**src/rtl/tug_game_if.sv**
```systemverilog
// Board-side signal bundle for the tug-of-war sequencer: player/start buttons,
// slow tick and victory animation in; rope display, LEDs and game status out.
interface tug_game_if;
  logic       slowen;
  logic       start;
  logic       btn_l;
  logic       btn_r;
  logic [6:0] victory_led;
  logic [6:0] score;
  logic       wingame;
  logic       game_over;
  logic [6:0] led_out;
  logic [1:0] state;

  modport master (
    output slowen, start, btn_l, btn_r, victory_led,
    input  score, wingame, game_over, led_out, state
  );

  modport slave (
    input  slowen, start, btn_l, btn_r, victory_led,
    output score, wingame, game_over, led_out, state
  );
endinterface

```
**src/rtl/tug_game_ctrl.sv**
```systemverilog
// Tug-of-war game sequencer: conditions the buttons into single presses,
// arbitrates moves between players, tracks the rope position and handles the win.
module tug_game_ctrl #(
  parameter int unsigned PRESS_GAP = 4,
  parameter int unsigned WIN_TICKS = 16
) (
  input  logic       clk,
  input  logic       rst,
  tug_game_if.slave  bus
);

  typedef enum logic [1:0] {
    IDLE = 2'b00,
    PLAY = 2'b01,
    WIN  = 2'b10
  } state_t;

  localparam logic [7:0]        GAP_LOAD = 8'(PRESS_GAP - 1);
  localparam logic [7:0]        WIN_LAST = 8'(WIN_TICKS);
  localparam logic signed [2:0] POS_MAX  = 3'sd3;
  localparam logic signed [2:0] POS_MIN  = -3'sd3;

  // Bit order in the conditioning vectors: {btn_r, btn_l, start}
  logic [2:0]        w_raw;
  logic [2:0]        r_sync1, r_sync2, r_prev;
  logic [2:0]        w_press;
  logic              w_press_start, w_press_l, w_press_r;

  state_t            r_state, w_state_next;
  logic signed [2:0] r_pos, w_pos_next, w_pos_step;
  logic [7:0]        r_gap, w_gap_next;
  logic [7:0]        r_win_cnt, w_win_cnt_next;
  logic              r_wingame, w_wingame_next;
  logic [6:0]        w_score;
  logic              w_game_over;

  assign w_raw         = {bus.btn_r, bus.btn_l, bus.start};
  assign w_press       = r_sync2 & ~r_prev;
  assign w_press_start = w_press[0];
  assign w_press_l     = w_press[1];
  assign w_press_r     = w_press[2];

  always_ff @(posedge clk) begin
    if (rst) begin
      r_sync1   <= '0;
      r_sync2   <= '0;
      r_prev    <= '0;
      r_state   <= IDLE;
      r_pos     <= '0;
      r_gap     <= '0;
      r_win_cnt <= '0;
      r_wingame <= 1'b0;
    end else begin
      r_sync1   <= w_raw;
      r_sync2   <= r_sync1;
      r_prev    <= r_sync2;
      r_state   <= w_state_next;
      r_pos     <= w_pos_next;
      r_gap     <= w_gap_next;
      r_win_cnt <= w_win_cnt_next;
      r_wingame <= w_wingame_next;
    end
  end

  always_comb begin
    w_state_next   = r_state;
    w_pos_next     = r_pos;
    w_pos_step     = r_pos;
    w_gap_next     = (r_gap != 8'd0) ? r_gap - 8'd1 : r_gap;
    w_win_cnt_next = r_win_cnt;
    w_wingame_next = 1'b0;
    case (r_state)
      IDLE: begin
        w_pos_next = '0;
        if (w_press_start) w_state_next = PLAY;
      end
      PLAY: begin
        // Simultaneous presses cancel each other and leave the gap timer idle
        if ((r_gap == 8'd0) && (w_press_l ^ w_press_r)) begin
          w_pos_step = w_press_r ? r_pos + 3'sd1 : r_pos - 3'sd1;
          w_pos_next = w_pos_step;
          w_gap_next = GAP_LOAD;
          if (w_pos_step == POS_MAX || w_pos_step == POS_MIN) begin
            w_state_next   = WIN;
            w_win_cnt_next = 8'd0;
            w_wingame_next = 1'b1;
          end
        end
      end
      WIN: begin
        if (bus.slowen) begin
          w_win_cnt_next = r_win_cnt + 8'd1;
          if (w_win_cnt_next == WIN_LAST) begin
            w_state_next = IDLE;
            w_pos_next   = '0;
          end
        end
      end
      default: w_state_next = IDLE;
    endcase
  end

  always_comb begin
    case (r_pos)
      3'b001:  w_score = 7'b0000100;
      3'b010:  w_score = 7'b0000010;
      3'b011:  w_score = 7'b0000111;
      3'b111:  w_score = 7'b0010000;
      3'b110:  w_score = 7'b0100000;
      3'b101:  w_score = 7'b1110000;
      default: w_score = 7'b0001000;
    endcase
  end

  assign w_game_over   = (r_state == WIN);
  assign bus.score     = w_score;
  assign bus.game_over = w_game_over;
  assign bus.led_out   = w_game_over ? bus.victory_led : w_score;
  assign bus.wingame   = r_wingame;
  assign bus.state     = r_state;

endmodule

```
**src/flat_wrapper.sv**
```systemverilog
// flat-port wrapper written by rule: the top's interface ports become plain ports
module tug_game_ctrl_flat 
#(
  parameter int unsigned PRESS_GAP = 4,
  parameter int unsigned WIN_TICKS = 16
)
  (clk, rst, bus_slowen, bus_start, bus_btn_l, bus_btn_r, bus_victory_led, bus_score, bus_wingame, bus_game_over, bus_led_out, bus_state);
  tug_game_if bus_i ();
  input  logic clk;
  input  logic rst;
  input wire logic [$bits(bus_i.slowen)-1:0] bus_slowen;
  input wire logic [$bits(bus_i.start)-1:0] bus_start;
  input wire logic [$bits(bus_i.btn_l)-1:0] bus_btn_l;
  input wire logic [$bits(bus_i.btn_r)-1:0] bus_btn_r;
  input wire logic [$bits(bus_i.victory_led)-1:0] bus_victory_led;
  output wire logic [$bits(bus_i.score)-1:0] bus_score;
  output wire logic [$bits(bus_i.wingame)-1:0] bus_wingame;
  output wire logic [$bits(bus_i.game_over)-1:0] bus_game_over;
  output wire logic [$bits(bus_i.led_out)-1:0] bus_led_out;
  output wire logic [$bits(bus_i.state)-1:0] bus_state;
  assign bus_i.slowen = bus_slowen;
  assign bus_i.start = bus_start;
  assign bus_i.btn_l = bus_btn_l;
  assign bus_i.btn_r = bus_btn_r;
  assign bus_i.victory_led = bus_victory_led;
  assign bus_score = bus_i.score;
  assign bus_wingame = bus_i.wingame;
  assign bus_game_over = bus_i.game_over;
  assign bus_led_out = bus_i.led_out;
  assign bus_state = bus_i.state;
  tug_game_ctrl #(.PRESS_GAP(PRESS_GAP), .WIN_TICKS(WIN_TICKS)) u_core (.clk(clk), .rst(rst), .bus(bus_i));
endmodule
```
**config.mk**
```make
export PLATFORM = sky130hd
export DESIGN_NAME = tug_game_ctrl_flat
export DESIGN_NICKNAME = d
export VERILOG_FILES = /design/src/rtl/tug_game_if.sv /design/src/rtl/tug_game_ctrl.sv /design/src/flat_wrapper.sv
export SDC_FILE = /design/constraint.sdc
export NUM_CORES = 1
export LEC_CHECK = 0
export ABC_AREA = 1
export CAP_MARGIN = 30
export CELL_PAD_IN_SITES_DETAIL_PLACEMENT = 0
export CELL_PAD_IN_SITES_GLOBAL_PLACEMENT = 1
export CORE_ASPECT_RATIO = 0.6
export CORE_MARGIN = 10
export CORE_UTILIZATION = 33
export CTS_CLUSTER_DIAMETER = 50
export DETAILED_ROUTE_END_ITERATION = 6
export PLACE_DENSITY = 0.76
export REMOVE_ABC_BUFFERS = 1
export SLEW_MARGIN = 5
export SYNTH_ARGS = -nofsm -noshare
export SYNTH_HDL_FRONTEND = slang
export SYNTH_SLANG_ARGS = --single-unit
```
**constraint.sdc**
```tcl
create_clock -name clk -period 2 [get_ports clk]
set_clock_uncertainty 0.15 [all_clocks]
set_input_delay 0.2 -clock clk [delete_from_list [all_inputs] [get_ports clk]]
set_output_delay 0.2 -clock clk [all_outputs]
set_load 0.005 [all_outputs]
```
Word level (Yosys, flattened, before mapping). Index checks and enable logic that the tools add are counted.

Input port bits: 13. Latch bits: 0. Output and inout bits: 18. RAM bits: 0. Memory bits (read-only): 0. Flip-flop bits (word level): 31. Memories kept: 0. Word-level logic and storage cells: 65.

Multiplexer cells: 21. Equality and inequality tests: 16. Order comparisons: 0. Reductions and logical operators: 11. Shifts and indexed selects: 0. Add/sub/neg operators: 4. Divide/modulo/power cells: 0. Bitwise gates (word level): 5. Multiply operators: 0.

Operators with widths (number): $mux W8 (6); $pmux W7 S6 (1); $pmux W8 S2 (1); $eq A3 B3 Y1 const B (5); $mux W3 (4); $mux W2 (5); $pmux W3 S3 (1); $add A8 B1 Y8 const B (1); $eq A8 B5 Y1 const B (1); $logic_not A8 Y1 (1); $reduce_and A4 Y1 (2); $reduce_bool A8 Y1 (1); $sub A8 B1 Y8 const B (1); $mux W7 (1); $eq A3 B2 Y1 const B (2); $ne A2 B1 Y1 const B (3); $pmux W2 S3 (1); $reduce_and A5 Y1 (1); $ne A2 B2 Y1 const B (2); $add A3 B2 Y3 const B (1); $and A3 B3 Y3 (1); $eq A3 B1 Y1 const B (1); $not A3 Y3 (1); $reduce_bool A3 Y1 (1); 11 further kinds (12).

Depth between registers and ports, before layout.
Depth after elaboration: 8. Depth in mapped cells: 17. Gate-level depth less buffers: 17.

Worst setup path before layout. No wires, ideal clock.

Path kind: reg-to-reg. Start: register u_core.r_pos[0]. End: register u_core.r_win_cnt[2]. Stages on the path, launching flop included: 17. Path buffers: 0. Required time: 1.737 ns. Period minus slack after synthesis: 2.002 ns. Arrival time: 1.739 ns. Setup time: 0.113 ns. Path slack: -0.002 ns. Path through: dfxtp_1 inv_1 fa_1 inv_1 nand2_2 nand2_1 nand2_1 nand2_1 nand2_1 nand2_2 inv_2 nand2_2 nand3_4 inv_6 nand2_1 nand2_1 nor2_1.

Longest elaborated chain between the ends: 6. Elaborated cells on any way between the ends: 8. Classes of those cells: add/sub (2); eq/ne (3); mux (1); reduce/logical (2).

RTL lines: start: declaration (line tug_game_ctrl.sv:30) `logic signed [2:0] r_pos, w_pos_next, w_pos_step;`; start signal: assignment (line tug_game_ctrl.sv:58) `r_pos <= w_pos_next;`; $sub A3 B2 Y3 or $add A3 B2 Y3 (tied branches) (line tug_game_ctrl.sv:80) `w_pos_step = w_press_r ? r_pos + 3'sd1 : r_pos - 3'sd1;`; $mux W3 (*) (line tug_game_ctrl.sv:80); $eq A3 B3 Y1 (line tug_game_ctrl.sv:83) `if (w_pos_step == POS_MAX || w_pos_step == POS_MIN) begin`; $logic_or A1 B1 Y1 (*) (line tug_game_ctrl.sv:83); $ne A2 B1 Y1 (no line) (*); $reduce_and A4 Y1 (no line) (*); end signal: assignment (line tug_game_ctrl.sv:60) `r_win_cnt <= w_win_cnt_next;`; end: declaration (line tug_game_ctrl.sv:32) `logic [7:0] r_win_cnt, w_win_cnt_next;`.

Every way passes the cells marked *; elsewhere a longest branch is shown, timed or not. A chain may end at the register's enable or synchronous reset.

Worst setup path in the final report.
Start: register u_core.r_sync2[2]. End: register u_core.r_state[1], in the netlist u_core.bus.state[1].

Longest elaborated chain between the ends: 6. Elaborated cells on any way between the ends: 10. Classes of those cells: eq/ne (4); mux (1); bitwise (2); reduce/logical (3).

RTL lines: start: declaration (line tug_game_ctrl.sv:25) `logic [2:0] r_sync1, r_sync2, r_prev;`; start signal: assignment (line tug_game_ctrl.sv:55) `r_sync2 <= r_sync1;`; $and A3 B3 Y3 (*) (line tug_game_ctrl.sv:38) `assign w_press = r_sync2 & ~r_prev;`; $mux W3 (line tug_game_ctrl.sv:80); $eq A3 B3 Y1 (line tug_game_ctrl.sv:83); $logic_or A1 B1 Y1 (line tug_game_ctrl.sv:83); $ne A2 B1 Y1 (no line); $reduce_and A5 Y1 (no line) (*); end signal: assignment (line tug_game_ctrl.sv:57) `r_state <= w_state_next;`; end: declaration (line tug_game_ctrl.sv:29) `state_t r_state, w_state_next;`.

Marked as above.

==> flow_metrics.py <==
metrics = {
    "status": {
        "status": "finished, violations left",
        "violations": "setup timing",
    },
    "route": {
        "wl_met1_um": 2140,
        "wl_met2_um": 1720,
        "dr.pass1.iters": 4,
        "wl_met3_um": 287,
        "drt-total-wl_um": 4160,
        "final_antenna_net_count": 0,
        "vias_per_cell": 4.41,
        "top_layer": "met4",
        "drt_iter0_markers": 59,
        "drc": 0,
        "via_count": 1683,
        "drt-wirelength-per-cell_um": 10.9,
    },
    "run": {
        "drv_cap": 0,
    },
    "hold_path": {
        "worstHoldStart": "u_core.r_sync1[2]",
        "worstHoldPathCells": 2,
        "hold_end": "u_core.r_sync2[2]",
        "hold_class": "reg2reg",
    },
    "synthesis": {
        "synth_compound_area_frac": 0.0769,
        "yosys_warnings": 0,
        "synth_area_um2": 1790,
        "synth.area.mux_share": 0,
        "ys_ff_latch": 31,
        "synth-simple-area-share": 0.387,
        "synthXorXnorAreaFrac": 0.0343,
        "synth_adder_area_share": 0.0531,
        "syn-instance-count": 266,
        "synth_top_family_by_area": "simple AND/OR/NAND/NOR gates",
        "syn_area_per_cell_um2": 6.73,
        "seq_area_frac_synth": 0.347,
        "synth_cell_type_count": 32,
    },
    "sta": {
        "tightestPinTransition_ns": 0.381,
        "worst_slack_ns": -0.0486,
        "drv_slew": 0,
        "grt_setup_unrepaired": "true",
        "hold_viol_final": 0,
        "slew_headroom": 0.745,
        "period_minus_slack_ns": 2.05,
        "max_freq_mhz": 488,
        "setup-tns-final_ns": -0.182,
        "fin_crit_sh": 1.02,
        "setup_violations": 9,
    },
    "grt": {
        "grt_pass1_wl_um": 7110,
        "grt_start_max_net_pins": 14,
        "grt_usage": 0.0964,
        "antenna_found_initial": 0,
        "overflow": 0,
        "grt_pass1_vias": 1594,
    },
    "clock_tree": {
        "clockRootBuffer": "clkbuf_8",
        "cts_tree": "built",
        "clock_latency_ns": 0.28,
        "clk_pin_slew_ns": 0.07,
        "h-tree-depth": 2,
        "hold_buffers": 0,
        "clockBufferDepth": 2,
        "cts_num_sinks": 31,
        "cts-buffers-inserted": 5,
    },
    "cells_and_area": {
        "area_growth_pct": 38.0,
        "layout-drive-gt1-share": 0.237,
        "n_antenna_cell": 0,
        "fin_area_um2": 2470,
        "layout.nets": 335,
    },
    "floorplanning": {
        "initial_core_util": 0.347,
        "std_cell_rows": 20,
        "core_region_area_um2": 5150,
        "fp.dieH_um": 77.0,
        "io_pins": 31,
        "fp.dieW_um": 115,
        "dieArea_um2": 8860,
    },
    "placed_design": {
        "placed_cell_area_um2": 2230,
        "port_buffers": 30,
        "dp_hpwl_um": 3310,
        "dp_slack_ns": -0.0398,
        "place.gp.congestion": 0.737,
    },
    "critical_path": {
        "rr_startpoint": "u_core.r_sync2[2]",
        "cp.arrival_ns": 2.06,
        "ff2ff_setup_slack_ns": -0.05,
        "worst_setup_path_end_kind": "register",
        "reg2reg_depth": 16,
        "r2r_end": "u_core.bus.state[1]",
        "cp_max_fo": 4,
        "path_class": "reg2reg",
        "required_ns": 2.01,
        "start_kind": "register",
    },
    "power_and_ir_drop": {
        "power_density_nw_per_um2": 971,
        "p_leak_nw": 1.14,
        "peakVddDrop_uv": 483,
    },
}
## cell type report
cell class,instances,area (um^2)
Multi-Input combinational cell,190,1050
Timing Repair inverter,1,3.75
Clock inverter,2,35.0
Inverter,40,155
Clock buffer,6,82.6
Fill cell,526,2690
Sequential cell,31,627
Timing Repair Buffer,46,437
Tap cell,66,82.6
## synthesized netlist by cell type (all sizes together)
master | n | area, um^2
or2 | 1 | 6.26
xor2 | 3 | 26.3
inv | 40 | 155
nor2 | 64 | 279
or3 | 1 | 6.26
dfxtp | 31 | 621
ha | 6 | 75.1
o21bai | 1 | 11.3
nand3 | 12 | 72.6
o21ai | 12 | 71.3
a32o | 1 | 10.0
nand3b | 1 | 7.51
fa | 1 | 20.0
nand2 | 66 | 268
nor3 | 3 | 20.0
nand4 | 4 | 25.0
nor3b | 1 | 7.51
buf | 2 | 16.3
a21oi | 9 | 45.0
xnor2 | 4 | 35.0
clkbuf | 3 | 11.3
## cells by family after synthesis
| group | count (synthesis) |
|---|---|
| buffers and inverters | 45 |
| flip-flops | 31 |
| AO/OA/AOI/OAI | 23 |
| adder cells (fa/ha/maj) | 7 |
| AND/OR/NAND/NOR | 153 |
| XOR/XNOR | 7 |
## routing by layer
layer,vias up,GRT usage
met5,-,0
met2,36,0.137
met4,0,0.0222
li1,912,-
met3,2,0.0427
met1,733,0.129
## how the worst max path moves through the flow
stage,startpoint,to,slack (ns),cells past startpoint
6_report,u_core.r_sync2[2],u_core.bus.state[1],-0.05,16
3_5_place_dp,u_core.r_pos[0],u_core.r_win_cnt[2],-0.04,16
2_1_floorplan,u_core.r_pos[0],u_core.r_win_cnt[2],-0.003,16
3_3_place_gp,u_core.r_pos[0],u_core.r_win_cnt[2],0.03,16
5_1_grt,u_core.r_sync2[2],u_core.r_win_cnt[1],-0.19,16
4_1_cts,u_core.r_pos[1],bus_led_out[5],-0.0003,5
## layout by cell type, fill, tap and decap left out, types with 2 or more instances in the layout
cell type,instances
inv_1,29
nor2_1,55
nand3_1,9
nor2_2,3
clkbuf_8,6
ha_1,5
clkdlybuf4s50_1,28
o21ai_0,6
dfxtp_2,5
dlymetal6s2s_1,2
nor3_2,2
xnor2_1,4
nand4_1,4
buf_4,13
xor2_1,3
o21ai_1,5
a21oi_1,9
buf_6,3
nor2_4,5
nand2_2,15
nand3_2,2
inv_2,11
dfxtp_1,26
nand2_1,51
## critical path, stage by stage (launching register included)
cell	delay (ns)
dfxtp_2	0.33
inv_2	0.06
nor2_2	0.05
fa_2	0.41
inv_2	0.06
nand2_2	0.06
nand2_2	0.06
nand2_2	0.06
nand2_2	0.08
nand2_2	0.05
nand2_2	0.08
buf_4	0.12
nor2_4	0.03
nor2_4	0.13
nand2_1	0.07
nand2_1	0.06
a21oi_1	0.06
## state kept, by name (all words and copies together), names as in the netlist
name,cells
u_core.bus.state,2
u_core.bus.wingame,1
u_core.r_gap,8
u_core.r_pos,3
u_core.r_prev,3
u_core.r_sync1,3
u_core.r_sync2,3
u_core.r_win_cnt,8
## power by group
group / internal [mW] / switching [mW] / leakage, nW
clock network: 0.403 / 0.233 / 0.0612
logic: 0.432 / 0.509 / 0.821
registers: 0.728 / 0.0928 / 0.256
total: 1.56 / 0.834 / 1.14
## stage by stage
| step | instances | hold slack, ns | power, mW | util |
|---|---|---|---|---|
| 2_1_floorplan | 261 | 0.119 | 1.47 | - |
| 3_3_place_gp | 369 | 0.242 | 1.70 | 0.433 |
| 3_5_place_dp | 369 | 0.247 | 1.71 | 0.433 |
| 4_1_cts | 378 | 0.256 | 2.37 | 0.460 |
| 5_1_grt | 382 | 0.262 | 2.59 | 0.479 |
| 6_report | 382 | 0.249 | 2.40 | 0.479 |
## repair_timing
item	CTS	global route
setup endpoints to repair	14	20
pin swaps	0	11
buffers inserted	0	4
resized for setup	8	27
cloned	1	0
Note: power is estimated with default switching activity, not from simulation.
